===== src/rtl/tx_ctl_pkg.sv =====
// Shared types and helpers for the TX control blocks.
// Used by the read-side arbiter and its handshake interface.
package tx_ctl_pkg;

  typedef enum logic {RD_IDLE, RD_BURST} rd_arb_state_e;

  function automatic int src_w(int n);
    return (n > 1) ? $clog2(n) : 1;
  endfunction

endpackage


===== src/rtl/tx_fifo_rd_arbiter_if.sv =====
// Output stream of the TX read arbiter: word, source index
// and a valid/ready handshake.
interface tx_fifo_rd_arbiter_if
  import tx_ctl_pkg::*;
#(
  parameter int DATA_WIDTH = 32,
  parameter int NUM_REQ    = 2
);
  localparam int SW = src_w(NUM_REQ);

  logic                  out_valid;
  logic                  out_ready;
  logic [DATA_WIDTH-1:0] out_data;
  logic [SW-1:0]         out_src;

  modport master (
    output out_valid,
    output out_data,
    output out_src,
    input  out_ready
  );

  modport slave (
    input  out_valid,
    input  out_data,
    input  out_src,
    output out_ready
  );

endinterface


===== src/rtl/rr_pick.sv =====
// Round-robin finder: first set request at or after ptr,
// wrapping modulo N.
module rr_pick #(
  parameter int N  = 2,
  parameter int SW = 1
) (
  input  logic [N-1:0]  req,
  input  logic [SW-1:0] ptr,
  output logic [SW-1:0] idx,
  output logic          found
);

  always_comb begin
    int j;
    j     = 0;
    idx   = '0;
    found = 1'b0;
    for (int i = 0; i < N; i++) begin
      j = int'(ptr) + i;
      if (j >= N) j = j - N;
      if (!found && req[j]) begin
        found = 1'b1;
        idx   = SW'(j);
      end
    end
  end

endmodule


===== src/rtl/tx_fifo_rd_arbiter.sv =====
// Read-side scheduler for the TX async FIFOs: round-robin bursts
// into a 2-entry output buffer with a valid/ready stream.
module tx_fifo_rd_arbiter
  import tx_ctl_pkg::*;
#(
  parameter int DATA_WIDTH = 32,
  parameter int NUM_REQ    = 2,
  parameter int MAX_BURST  = 4
) (
  input  logic                          r_clk,
  input  logic                          rrst_n,
  input  logic                          en_i,
  input  logic [NUM_REQ-1:0]            rempty_i,
  input  logic [NUM_REQ*DATA_WIDTH-1:0] rdata_i,
  output logic [NUM_REQ-1:0]            rinc_o,
  output logic                          busy_o,
  tx_fifo_rd_arbiter_if.master          out_if
);

  localparam int SW = src_w(NUM_REQ);
  localparam int BW = $clog2(MAX_BURST + 1);
  localparam logic [BW-1:0] LAST = BW'(MAX_BURST - 1);
  localparam logic [SW-1:0] TOP  = SW'(NUM_REQ - 1);

  rd_arb_state_e state, state_nx;
  logic [SW-1:0] rr_ptr, rr_ptr_nx;
  logic [SW-1:0] g, g_nx;
  logic [BW-1:0] bcnt, bcnt_nx;
  logic [SW-1:0] pick_idx;
  logic          pick_found;

  logic [DATA_WIDTH-1:0] head_d, tail_d, w_d;
  logic [SW-1:0]         head_s, tail_s;
  logic [1:0]            cnt;
  logic                  deq, space, pop;

  rr_pick #(
    .N  (NUM_REQ),
    .SW (SW)
  ) u_pick (
    .req   (~rempty_i),
    .ptr   (rr_ptr),
    .idx   (pick_idx),
    .found (pick_found)
  );

  assign deq   = out_if.out_valid & out_if.out_ready;
  assign space = (cnt < 2'd2) | ((cnt == 2'd2) & deq);
  assign pop   = (state == RD_BURST) & en_i
               & ~rempty_i[g] & space;
  assign w_d   = rdata_i[int'(g)*DATA_WIDTH +: DATA_WIDTH];

  assign rinc_o = pop ? (NUM_REQ'(1) << g) : '0;
  assign busy_o = (state == RD_BURST) | (cnt != 2'd0);

  assign out_if.out_valid = (cnt != 2'd0);
  assign out_if.out_data  = head_d;
  assign out_if.out_src   = head_s;

  always_comb begin
    state_nx  = state;
    rr_ptr_nx = rr_ptr;
    g_nx      = g;
    bcnt_nx   = bcnt;
    unique case (state)
      RD_IDLE: begin
        if (en_i & pick_found) begin
          g_nx     = pick_idx;
          bcnt_nx  = '0;
          state_nx = RD_BURST;
        end
      end
      RD_BURST: begin
        if (pop) bcnt_nx = bcnt + 1'b1;
        if ((pop & (bcnt == LAST))
            | rempty_i[g] | ~en_i) begin
          state_nx  = RD_IDLE;
          rr_ptr_nx = (g == TOP) ? '0 : g + 1'b1;
        end
      end
    endcase
  end

  always_ff @(posedge r_clk or negedge rrst_n) begin
    if (!rrst_n) begin
      state  <= RD_IDLE;
      rr_ptr <= '0;
      g      <= '0;
      bcnt   <= '0;
    end else begin
      state  <= state_nx;
      rr_ptr <= rr_ptr_nx;
      g      <= g_nx;
      bcnt   <= bcnt_nx;
    end
  end

  // Head always holds the oldest word; tail only fills when head is busy.
  always_ff @(posedge r_clk or negedge rrst_n) begin
    if (!rrst_n) begin
      head_d <= '0;
      head_s <= '0;
      tail_d <= '0;
      tail_s <= '0;
      cnt    <= 2'd0;
    end else begin
      unique case (cnt)
        2'd0: begin
          if (pop) begin
            head_d <= w_d;
            head_s <= g;
          end
        end
        2'd1: begin
          if (pop & deq) begin
            head_d <= w_d;
            head_s <= g;
          end else if (pop) begin
            tail_d <= w_d;
            tail_s <= g;
          end
        end
        default: begin
          if (deq) begin
            head_d <= tail_d;
            head_s <= tail_s;
            if (pop) begin
              tail_d <= w_d;
              tail_s <= g;
            end
          end
        end
      endcase
      cnt <= cnt + {1'b0, pop} - {1'b0, deq};
    end
  end

  a_no_pop_empty: assert property (
    @(posedge r_clk) disable iff (!rrst_n)
    (rinc_o & rempty_i) == '0
  );

endmodule


===== src/flat_wrapper.sv =====
// flat-port wrapper written by rule: the top's interface ports become plain ports
module tx_fifo_rd_arbiter_flat import tx_ctl_pkg::*;
#(
  parameter int DATA_WIDTH = 32,
  parameter int NUM_REQ    = 2,
  parameter int MAX_BURST  = 4
)
  (r_clk, rrst_n, en_i, rempty_i, rdata_i, rinc_o, busy_o, out_if_out_valid, out_if_out_data, out_if_out_src, out_if_out_ready);
  tx_fifo_rd_arbiter_if #(.DATA_WIDTH(DATA_WIDTH), .NUM_REQ(NUM_REQ)) out_if_i ();
  input  logic r_clk;
  input  logic rrst_n;
  input  logic en_i;
  input  logic [NUM_REQ-1:0] rempty_i;
  input  logic [NUM_REQ*DATA_WIDTH-1:0] rdata_i;
  output logic [NUM_REQ-1:0] rinc_o;
  output logic busy_o;
  output wire logic [$bits(out_if_i.out_valid)-1:0] out_if_out_valid;
  output wire logic [$bits(out_if_i.out_data)-1:0] out_if_out_data;
  output wire logic [$bits(out_if_i.out_src)-1:0] out_if_out_src;
  input wire logic [$bits(out_if_i.out_ready)-1:0] out_if_out_ready;
  assign out_if_out_valid = out_if_i.out_valid;
  assign out_if_out_data = out_if_i.out_data;
  assign out_if_out_src = out_if_i.out_src;
  assign out_if_i.out_ready = out_if_out_ready;
  tx_fifo_rd_arbiter #(.DATA_WIDTH(DATA_WIDTH), .NUM_REQ(NUM_REQ), .MAX_BURST(MAX_BURST)) u_core (.r_clk(r_clk), .rrst_n(rrst_n), .en_i(en_i), .rempty_i(rempty_i), .rdata_i(rdata_i), .rinc_o(rinc_o), .busy_o(busy_o), .out_if(out_if_i));
endmodule

===== config.mk =====
export PLATFORM = sky130hd
export DESIGN_NAME = tx_fifo_rd_arbiter_flat
export DESIGN_NICKNAME = d
export VERILOG_FILES = /design/src/rtl/tx_ctl_pkg.sv /design/src/rtl/tx_fifo_rd_arbiter_if.sv /design/src/rtl/rr_pick.sv /design/src/rtl/tx_fifo_rd_arbiter.sv /design/src/flat_wrapper.sv
export SDC_FILE = /design/constraint.sdc
export NUM_CORES = 1
export LEC_CHECK = 0
export ABC_AREA = 1
export BUFFER_PORTS_ARGS = -buffer_cell sky130_fd_sc_hd__buf_2
export CORE_MARGIN = 1
export CORE_UTILIZATION = 45
export DETAILED_ROUTE_END_ITERATION = 7
export GPL_TIMING_DRIVEN = 1
export HOLD_SLACK_MARGIN = 0.03
export PLACE_DENSITY_LB_ADDON = 0.1
export SLEW_MARGIN = 20
export SYNTH_ARGS = -nofsm -noshare
export SYNTH_HDL_FRONTEND = slang
export SYNTH_SLANG_ARGS = --single-unit

===== constraint.sdc =====
create_clock -name r_clk -period 1.3 [get_ports r_clk]
set_input_delay 0.39 -clock r_clk [delete_from_list [all_inputs] [get_ports r_clk]]
set_output_delay 0.39 -clock r_clk [all_outputs]
set_load 0.1 [all_outputs]

==> results of run 1 <==
==> where the power goes <==
group	switching [µW]	total [µW]	internal [µW]
clock	953	2100	1150
combinational	8490	14800	6260
sequential	1010	4310	3290
total	10500	21200	10700
==> flip-flops by register name (all words and copies together) (netlist names) <==
name,flops
u_core.out_if.out_data,32
u_core.state,1
u_core.rr_ptr,1
u_core.out_if.out_src,1
u_core.cnt,2
u_core.tail_d,32
u_core.g,1
u_core.tail_s,1
u_core.bcnt,3
==> cells in the final DEF (no fill, tap or decap), drive strengths merged <==
cell type and n:
nand2 220, buf 188, dfrtp 74, nand3 44
inv 43, o21ai 38, nor2 37, a31oi 32
clkbuf 23, ha 3, xor2 2, bufinv 2
o21bai 2, xnor2 1, clkinvlp 1, dlygate4sd3 1
==> cells by family (layout without fill, tap and decap cells) <==
kind of cell / count (synthesis) / count (layout) / synth area share
simple gates: 297 / 301 / 0.304
compound gates: 72 / 72 / 0.118
buf+inv: 72 / 258 / 0.0934
fa+ha+maj: 3 / 3 / 0.00950
flops: 74 / 74 / 0.469
xor+xnor: 3 / 3 / 0.00665
==> through the flow <==
step | total power (µW) | util
3_5_place_dp | 14800 | 0.649
2_1_floorplan | 11100 | -
3_3_place_gp | 14600 | 0.649
6_report | 21200 | 0.842
5_1_grt | 22000 | 0.842
4_1_cts | 18800 | 0.752
==> layout make-up <==
class / count / area share
repair buffers: 201 / 0.341
multi-input cells: 379 / 0.320
flip-flops and latches: 74 / 0.264
inverters: 41 / 0.0244
clock buffers: 11 / 0.0201
well taps: 105 / 0.0187
clock inverters: 5 / 0.0121
==> metal layers <==
layer	wire, µm	track usage	part of all wire
met4	570	0.109	0.037
met2	7650	0.477	0.50
met1	5740	0.363	0.37
met5	0	0	0
met3	1390	0.0300	0.091
==> timing repair <==
item / in CTS / in global routing
setup endpoints to repair: 108 / 109
pin swaps: 16 / 27
resized for setup: 50 / 91
hold buffers: 1 / 0
setup buffers: 27 / 15
cloned: 8 / 14
hold endpoints to repair: 16 / 0
==> worst min-delay path: stages <==
cell      delay [ns]
buf_2           0.12
o21bai_1        0.11
o21ai_0         0.08
==> path summary, 6_finish.rpt <==
kind                          startpoint                          to  slack, ns  cells after the start
setup / recovery           u_core.cnt[0]                   rinc_o[0]      -0.53                      6
hold / removal               rempty_i[1]                    u_core.g       0.40                      3
setup reg to reg           u_core.cnt[1]           u_core.tail_d[18]      -0.42                      9
hold reg to reg            u_core.rr_ptr               u_core.rr_ptr       0.49                      2
max in group asynchronous         rrst_n  u_core.out_if.out_data[26]       0.37                      3
min in group asynchronous         rrst_n           u_core.tail_d[30]       0.46                      2
==> metrics.csv, run 1 <==
metric;value;unit
run status;finished with violations;
failing checks;negative setup slack;
cts bufs inserted;9;
Syn Nets;594;
WP buf/inv;2;
share of layout cells above drive strength 1;0.473;
Post-synth EDFFs;0;
Syn Inst Count;521;
Setup WS pre-CTS;-0.272;ns
Post-DP Area;0.00542;mm²
most instantiated cells after synthesis;212 x nand2_1, 74 x dfrtp_1, 42 x nand3_1, 39 x inv_1, 36 x nor2_1;
period utilisation layout;1.41;
#FFs+latches synth;74;
Arr. time, crit path;1.44;ns
# nets final;779;
clock sinks;74;
Non-Filler Instances;816;
synthesis warning total;0;
CTS Buffer Depth;2;
Crit path largest cell delay;0.41;ns
maximum fanout along the worst path;4;
WL per Instance;18.8;µm
mapped cell area;0.00395;mm²
cell area power density;3020;mW/mm²
Synth area leader;dfrtp_1;
Register Area;0.00185;mm²
DRT Pass-1 Iters;6;
placed cells;736;
Critical Path End Type;primary output;
via count;4630;
Netlist cell types;24;
CP required;0.91;ns
Root Driver;clkbuf_8;
synth top area cells;dfrtp_1 47%, nand2_1 20%, nand3_1 5.3%, a31oi_1 5.1%, inv_1 3.7%;
core footprint;0.00834;mm²
Final setup violation count;105;
Die Area;0.00916;mm²
Placer Congestion;0.793;
Leak;0.00361;µW
Slew @ Worst Pin;0.306;ns
dpl hpwl;6900;µm
GRT Residual Overflow;0;
final wirelength;15400;µm
Iteration-0 DRC Markers;380;
sequential area share after synthesis;0.469;
vias in the first global route;4013;
Fill cells;442;
slowest cell on the critical path;dfrtp_1;
drt drc;0;
CP cell instances;inv_1 > nand2_1 > nand2_4 > nand2_4 > nor2_4 > buf_12;
remaining antenna violation count after routing;0;
Die Ht;95.7;µm
largest net degree at the start of global routing;35;
Hold WS;0.398;ns
CP delay by family, top;simple AND/OR/NAND/NOR gates;
design area;0.00702;mm²
antenna violations before repair;0;
Hold Path Class;in2reg;
Primary FF master, synth;dfrtp_1;
Worst-Skew Late Latency;0.35;ns
post-synth top area share;0.469;
Multi-input gate area;0.00224;mm²
Tot GR Track Use;0.279;
Reg clk slew, reported paths;0.08;ns
Fin. Hold Viols;0;
Setup Crit Path Kind;reg2out;
H-tree levels;3;
vias per cell;5.67;
setup_tns;-25.75;ns
IO Port Bufs;106;
# rows;33;
CTS tree;yes;
CP most frequent cell;nand2_4;
Synth-to-Final Area Change;77.6;%
diodes inserted;0;
Fmax;545;MHz
chip width;95.7;µm
setup ws final;-0.534;ns
Initial Utilization;0.474;
clk_skew;0.0122;ns
RSZ-0062 raised after global routing;yes;
Worst setup SP type;flip-flop;
Ports;107;
max cap viols;0;
most common cell in the netlist;nand2_1;
minimum clock period;1.83;ns
global-route wire length before repair;19200;µm
worst vdd ir;1.91;mV
syn avg cell area;7.59;µm²
asr flop ratio synth;1.00;
Slew Viols, Final;0;
Slew headroom;0.795;
No activity file was read; power rests on OpenSTA's default activity.
==> inputs of run 2 (changes only) <==
--- a/config.mk
+++ b/config.mk
@@ -11,8 +11,8 @@
 export CORE_UTILIZATION = 45
 export DETAILED_ROUTE_END_ITERATION = 7
 export GPL_TIMING_DRIVEN = 1
-export HOLD_SLACK_MARGIN = 0.03
 export PLACE_DENSITY_LB_ADDON = 0.1
+export SETUP_SLACK_MARGIN = 0.2
 export SLEW_MARGIN = 20
 export SYNTH_ARGS = -nofsm -noshare
 export SYNTH_HDL_FRONTEND = slang
==> run 2 against run 1 <==
The flow still finishes with violations (negative setup slack). Via count up 3.5%. Clock skew grew 0.0036 ns. Cell area up 3.6%. Clock-buffer cell count unchanged. Global-route usage up 3.0 points. Critical endpoint is now u_core.tail_d[24]. Largest cell class is now multi-input combinational cells.
==> metrics.csv, run 2 (synthesis gave the netlist of run 1 again) <==
metric;value;unit;change
run status;finished with violations;;
failing checks;negative setup slack;;
CP required;1.57;ns;+0.66 ns
global-route wire length before repair;20900;µm;+9.0%
RSZ-0062 raised after global routing;yes;;
Ports;107;;unchanged
Non-Filler Instances;826;;+1.2%
dpl hpwl;6880;µm;-0.26%
Setup WS pre-CTS;-0.305;ns;-0.0327 ns
Fin. Hold Viols;0;;unchanged
period utilisation layout;1.51;;+0.0984
Setup Crit Path Kind;reg2reg;;
commonest non-fill, non-tap cells in the layout;134 x nand2_1, 68 x buf_2, 56 x buf_4, 56 x buf_12, 40 x nand2_4;;
Initial Utilization;0.474;;unchanged
drt drc;0;;unchanged
CP most frequent cell;buf_6;;
Tot GR Track Use;0.309;;+0.0301
final wirelength;16900;µm;+9.9%
clk_skew;0.0158;ns;+0.00356 ns
setup ws final;-0.662;ns;-0.128 ns
max cap viols;0;;unchanged
Die Ht;95.7;µm;unchanged
via count;4792;;+3.5%
CTS Hold Bufs;0;;-1
Hold Path Class;in2async;;
Iteration-0 DRC Markers;459;;+21%
Fmax;510;MHz;-6.5%
# nets final;789;;+1.3%
Design Power;21100;µW;-0.38%
Worst-Skew Late Latency;0.38;ns;+0.03 ns
Leak;0.00365;µW;+1.3%
Setup crit start;u_core.g;;
worst vdd ir;2.09;mV;+9.1%
cell area power density;2900;mW/mm²;-3.9%
diodes inserted;0;;unchanged
DRT Pass-1 Iters;7;;+1
GRT Residual Overflow;0;;unchanged
Placer Congestion;0.803;;+1.3%
Arr. time, crit path;2.23;ns;+0.79 ns
WL per Instance;20.4;µm;+8.6%
CP cell instances;nand2_4 > nand2_4 > nor2_4 > buf_6 > buf_6 > buf_6 > buf_6 > nand3_4 > buf_12 > buf_16 > o21ai_2;;
clock sinks;74;;unchanged
Reg clk slew, reported paths;0.08;ns;about the same
H-tree levels;3;;unchanged
largest net degree at the start of global routing;75;;+110%
IO Port Bufs;106;;unchanged
vias per cell;5.80;;+2.2%
chip width;95.7;µm;unchanged
Hold WS;0.0174;ns;-0.380 ns
commonest non-fill, non-tap cell in the layout;nand2_1;;
Fill cells;359;;-19%
Slew Viols, Final;0;;unchanged
minimum clock period;1.96;ns;+0.128 ns
Crit path largest cell delay;0.46;ns;+0.05 ns
Root Driver;clkbuf_8;;
share of layout cells above drive strength 1;0.555;;+0.0822
maximum fanout along the worst path;6;;+2
remaining antenna violation count after routing;0;;unchanged
CTS Buffer Depth;2;;unchanged
placed cells;733;;-0.41%
vias in the first global route;4262;;+6.2%
# rows;33;;unchanged
cts bufs inserted;9;;unchanged
core footprint;0.00834;mm²;unchanged
Slew headroom;0.728;;-0.0669
Synth-to-Final Area Change;84.0;%;
CTS tree;yes;;
antenna violations before repair;0;;unchanged
Worst setup SP type;flip-flop;;
Critical Path End Type;flip-flop;;
Die Area;0.00916;mm²;unchanged
R2R Path Start;u_core.g;;
Final setup violation count;110;;+4.8%
Slew @ Worst Pin;0.408;ns;+0.102 ns
slowest cell on the critical path;dfrtp_2;;
run 2: timing repair:
item,4_1_cts,5_1_grt
gates cloned,13,3
pin swaps,11,13
gates resized for setup,65,118
endpoints found under the setup margin,111,111
setup buffers,43,18
run 2: final timing paths:
path,endpoint,slack (ns),cells past startpoint
min in group r_clk,u_core.g,0.37,3
hold reg to reg,u_core.tail_d[11],0.51,2
hold / removal,u_core.out_if.out_data[9],0.02,2
max in group asynchronous,u_core.out_if.out_data[28],0.93,2
setup reg to reg,u_core.tail_d[24],-0.66,11
setup / recovery,u_core.tail_d[24],-0.66,11
run 2: per-layer routing:
layer | share of wire | global-route usage
met3 | 0.088 | 0.0790
met2 | 0.49 | 0.529
met5 | 0 | 0
met4 | 0.055 | 0.132
met1 | 0.37 | 0.368
run 2: cell type report:
type	count	area (µm²)	share of cell area
Clock buffer	11	141	0.0194
Clock inverter	5	77.6	0.0107
Tap cell	105	131	0.0181
Multi-Input combinational cell	379	2430	0.334
Inverter	41	169	0.0232
Timing Repair Buffer	211	2430	0.334
Sequential cell	74	1900	0.261
run 2: where the power goes:
part,total (µW),internal [µW],switching [µW]
sequential,4580,3390,1190
clock,2100,1130,967
combinational,14400,5870,8540
total,21100,10400,10700
run 2: stage by stage:
stage | cell area, µm² | util | TNS, ns
after floorplan | 4130 | - | -5.06
after global placement | 5440 | 0.652 | -14.05
after detailed placement | 5440 | 0.652 | -16.17
after CTS | 6630 | 0.795 | -26.78
after global routing | 7270 | 0.872 | -43.44
final | 7270 | 0.872 | -39.31
run 2: worst max-delay path: cells and delay by family, from the launching register on:
family	cells	cell delay [ns]
buf+inv	6	0.71
compound gates	1	0.20
flops	1	0.46
simple gates	4	0.47
